### src/rtl/mult_pipe_td.sv
// Retimed WIDTH x WIDTH multiplier with valid/ready handshakes, per-beat signed
// and accumulate modes. product1 is both the output register and the accumulator.
module mult_pipe_td #(
    parameter int WIDTH  = 32,
    parameter int STAGES = 2
) (
    input  logic                 CLK,
    input  logic                 RST,
    input  logic [WIDTH-1:0]     mx,
    input  logic [WIDTH-1:0]     my,
    input  logic                 op_signed,
    input  logic                 op_acc,
    input  logic                 in_valid,
    output logic                 in_ready,
    output logic [2*WIDTH-1:0]   product1,
    output logic                 out_valid,
    input  logic                 out_ready
);
    localparam int PW = 2 * WIDTH;

    logic              stall;
    logic [STAGES:0]   vld_pipe;
    logic [STAGES:0]   acc_pipe;
    logic [WIDTH-1:0]  x0, y0;
    logic              sgn0;
    logic [PW-1:0]     xe, ye;
    logic [PW-1:0]     prod_pipe [1:STAGES];

    assign stall    = out_valid & ~out_ready;
    assign in_ready = ~stall;

    assign xe = sgn0 ? {{WIDTH{x0[WIDTH-1]}}, x0} : {{WIDTH{1'b0}}, x0};
    assign ye = sgn0 ? {{WIDTH{y0[WIDTH-1]}}, y0} : {{WIDTH{1'b0}}, y0};

    // Control bits: bubbles shift like data, so a reset only needs to clear valids.
    always_ff @(posedge CLK) begin
        if (RST) begin
            vld_pipe <= '0;
            acc_pipe <= '0;
        end else if (!stall) begin
            vld_pipe <= {vld_pipe[STAGES-1:0], in_valid};
            acc_pipe <= {acc_pipe[STAGES-1:0], op_acc};
        end
    end

    // Datapath: full product formed in stage 1, later stages give the tools room to retime.
    always_ff @(posedge CLK) begin
        if (!stall) begin
            x0           <= mx;
            y0           <= my;
            sgn0         <= op_signed;
            prod_pipe[1] <= xe * ye;
            for (int i = 2; i <= STAGES; i++)
                prod_pipe[i] <= prod_pipe[i-1];
        end
    end

    // A bubble at the end of the pipe drops out_valid but leaves the accumulator alone.
    always_ff @(posedge CLK) begin
        if (RST) begin
            out_valid <= 1'b0;
            product1  <= '0;
        end else if (!stall) begin
            out_valid <= vld_pipe[STAGES];
            if (vld_pipe[STAGES])
                product1 <= acc_pipe[STAGES] ? product1 + prod_pipe[STAGES] : prod_pipe[STAGES];
        end
    end
endmodule

### config.mk
export PLATFORM = sky130hd
export DESIGN_NAME = mult_pipe_td
export DESIGN_NICKNAME = d
export VERILOG_FILES = /design/src/rtl/mult_pipe_td.sv
export SDC_FILE = /design/constraint.sdc
export NUM_CORES = 2
export LEC_CHECK = 0
export CORE_MARGIN = 1
export CORE_UTILIZATION = 32
export CTS_BUF_LIST = sky130_fd_sc_hd__clkbuf_16
export DETAILED_ROUTE_END_ITERATION = 10
export SLEW_MARGIN = 20
export SYNTH_ARGS = -nofsm -noshare
export SYNTH_HDL_FRONTEND = slang
export SYNTH_SLANG_ARGS = --single-unit
### constraint.sdc
create_clock -name CLK -period 9.9 [get_ports CLK]
set_clock_uncertainty 0.15 [all_clocks]
set_input_delay 1.98 -clock CLK [delete_from_list [all_inputs] [get_ports CLK]]
set_output_delay 1.98 -clock CLK [all_outputs]
set_load 0.02 [all_outputs]
# Word level (Yosys, flattened, before mapping)
# Memories as Yosys holds them, arrays and structs flattened.
# Cells that the tools add are included.
[totals] input_bits=70 output_inout_bits=66 ramBits=128 ff_bits=136 memories=1
[mem_list] memory="prod_pipe" words=2 word_bits=64 read_ports=2 rd_ports_with_merged_regs=0 wr=2 line_no="27" source="logic [PW-1:0] prod_pipe [1:STAGES];"
[op_classes] n_reduce_logical=1 addsub=1 multipliers=1 n_bitwise=3 n_mux=4
[op_table] cell="64-bit 2-to-1 mux" n=3
[op_table] cell="64-bit adder" n=1
[op_table] cell="64-bit by 64-bit multiplier with 64-bit output" n=1
[op_table] cell="1-bit NOT" n=2
[op_table] cell="2-bit AND reduction" n=1
[op_table] cell="1-bit AND" n=1
[op_table] cell="1-bit 2-to-1 mux" n=1

# Depth between registers and ports, before layout
[logic_depth] word_depth=4 ltp_mapped=36 depth_no_buf=34

# Least setup slack after synthesis
# No wires, ideal clock.
[synth_path] kind="reg2reg" startpoint="register sgn0" endpoint="memory prod_pipe[1][61] in the netlist's numbering (data pin)" synth_period_minus_slack_ns=9.318 t_required_ns=9.492 n_path_buf=2 arrival_ns=8.910 setup_ns=0.258 path_stages_with_launch=33 setup_slack_ns=0.582 path_cell_list="edfxtp_1 > and2_1 > clkbuf_1 > clkbuf_1 > nand2_1 > inv_1 > fa_1 > inv_1 > fa_1 > inv_1 > fa_1 > inv_1 > fa_1 > inv_1 > fa_1 > fa_1 > fa_1 > fa_1 > fa_1 > inv_1 > fa_1 > inv_1 > ha_1 > a21o_1 > a21o_1 > a21oi_1 > nor2b_1 > o21ai_0 > nand2b_1 > a221oi_1 > o21ai_0 > a21oi_1 > xnor2_1"
[synth_lines] element="start, declared" line_no="25" source="logic sgn0;"
[synth_lines] element="start signal, assigned" line_no="51" source="sgn0 <= op_signed;"
[synth_lines] element="end, declared" line_no="27"

==> qor.txt <==
outcome -> finished, final reports clean
largest net degree at the start of global routing -> 76
placement-stage cell area -> 0.06467 sq mm
GRT Residual Overflow -> 0
Buf/Inv on CP -> 6
IO Count -> 136
core area -> 0.1860 sq mm
first-pass GRT wire length -> 272700 um
CTS Buffer Depth -> 3
Synth Area in Adders -> 55.05%
share of the synthesized area in the top cell type -> 47.22%
Slowest cell on crit path -> edfxtp_1
FP Rows -> 158
final worst slack -> 0.3406 ns
GP Congestion -> 0.9288
htree depth -> 2
Place WS -> 0.07867 ns
share of cells above drive strength 1 -> 4.398%
flops & latches, synth -> 264
endpoints failing setup -> 0
actual slew at the worst max-slew pin -> 1.064 ns
mux cell area share after synthesis -> 0.7342%
syn avg cell area -> 9.825 sq um
CTS tree -> built
arrival time worst endpoint -> 9.77 ns
Synth area leaders -> fa_1 47%, edfxtp_1 9.6%, inv_1 9.5%, ha_1 7.8%, and2_1 6.0%
gr usage total -> 18.79%
Detailed Route Iter0 Violations -> 2943
routed len/inst -> 20.28 um
Crit path max-delay family -> adder cells
Area Overhead vs Synth -> 10.59%
CTS sink count -> 264
initial cell density of the core -> 32.34%
CP most frequent cell -> fa_1
most frequent cells in the layout -> 1524 x inv_1, 1419 x fa_1, 603 x nand2_1, 576 x and2_1, 374 x ha_1
Slew Viols, Final -> 0
Chip Width -> 435.6 um
clk_lat worst skew -> 0.64 ns
Critical Path Sink Type -> flip-flop
most common cell after layout, fill and taps aside -> inv_1
Ys Warns -> 0
Post-synth EDFFs -> 193
WL final -> 176300 um
Simple-Gate Fraction of Synth Area -> 12.52%
final-report hold violation count -> 0
Chip Height -> 435.6 um
FF-to-FF setup slack -> 0.34 ns
vias in the first global route -> 44596
Syn Nets -> 7986
Req. time, crit path -> 10.12 ns
Routed Antenna Nets -> 0
startpoint types -> flip-flop
# port buffers -> 135
Tmin final -> 9.559 ns
Clock Tree Root -> clkbuf_16
DR DRC count -> 0
initial antenna violation count -> 5
via density per instance -> 4.728
Worst Hold Class -> reg -> reg
Crit Path Max Fanout -> 12
critical path type -> reg -> reg
top_reg_cell synth -> edfxtp_1
cell taking the most area after synthesis -> fa_1
max_cap viols -> 0
CTS clock-pin slew for the worst setup and hold paths -> 0.06 ns
synthesized instance count -> 6123
sequential element share of the synthesized area -> 12.00%
Slew headroom -> 29.04%
count of cell types in the netlist -> 78
largest family of logic cells by synthesized area -> adder cells
period utilization -> 96.56%
DR vias -> 41079
Compound-Gate Fraction of Synth Area -> 5.944%
largest stage delay on the critical path -> 0.78 ns
total iterations of the first detailed-routing run -> 6
Max Freq -> 0.1046 GHz
synthesized area -> 0.06016 sq mm
die area -> 0.1897 sq mm
Post-synth ARST share -> 0%
Synth Area in XOR/XNOR -> 2.460%
CTS Buf Count -> 40
fin area -> 0.06653 sq mm
Post-layout nets -> 8040
dpl hpwl -> 149200 um
-- metrics by stage --
step | setup TNS, ns | hold slack [ns] | util (%) | cells
floorplan | 0 | 0.2503 | - | 6123
global placement | 0 | 0.2508 | 34.77 | 8574
detailed placement | 0 | 0.2545 | 34.77 | 8574
CTS | 0 | 0.2622 | 35.50 | 8647
global route | -0.01025 | 0.2713 | 35.76 | 8688
finish | 0 | 0.2585 | 35.76 | 8689
-- synth_stat cells, types with 25 or more instances --
cell / count
inv_1: 1518
fa_1: 1419
nand2_1: 604
and2_1: 577
ha_1: 374
clkbuf_1: 264
edfxtp_1: 193
nor2_1: 159
a21oi_1: 153
xnor2_1: 127
a21o_1: 95
o21ai_0: 80
dfxtp_1: 71
a211oi_1: 57
mux2i_1: 43
xor2_1: 42
and3_1: 32
nand3_1: 25
o21bai_1: 25
-- flip-flops by register name, summed over array words and instances, names as in the netlist --
register and cells:
product1 64, sgn0 1, acc_pipe 3, vld_pipe 3, prod_pipe 128, out_valid 1, y0 32, x0 32
-- area by class of cell --
cell class,instances,area (sq um)
clock buffers,41,1026
multi-input cells,4052,46170
flip-flops and latches,264,7221
well taps,2480,3103
fillers,18618,119500
repair buffers,300,2970
diodes,1,2.502
inverters,1519,5709
clock inverters,32,334.1
-- routing by layer --
metal	up-vias	part of all wire, %	GRT usage [%]
met5	-	0.023	0
met4	6	2.4	4.435
met3	192	7.0	3.273
met2	1321	44	29.21
met1	21255	46	27.09
li1	18305	-	-
-- worst paths after layout --
kind                         start          endpoint  cells past startpoint
setup / recovery            x0[10]  prod_pipe[1][57]                     28
hold / removal    prod_pipe[1][37]  prod_pipe[2][37]                      0
setup reg to reg            x0[10]  prod_pipe[1][57]                     28
hold reg to reg   prod_pipe[1][37]  prod_pipe[2][37]                      0
-- cell families after synthesis --
logic type / count (synthesis)
flops: 264
compound gates: 533
xor+xnor: 169
simple gates: 1510
fa+ha+maj: 1796
mux: 44
buf+inv: 1807
-- worst register-to-register path, delay by kind of cell (launching register included) --
family	cells	cell delay (ns)
AO/OA/AOI/OAI	9	2.61
adder cells (fa/ha/maj)	11	4.92
AND/OR/NAND/NOR	1	0.11
XOR/XNOR	1	0.07
buffers and inverters	6	0.63
flip-flops	1	0.78
-- timing repair --
| action | in CTS | in global routing |
|---|---|---|
| endpoints found under the setup margin | 0 | 15 |
| setup buffers | 0 | 40 |
| gates resized for setup | 0 | 4 |
| hold buffers | 0 | 0 |
Power is not shown: default switching activity piles up to over one toggle a cycle in this logic, so the estimate is an artifact.
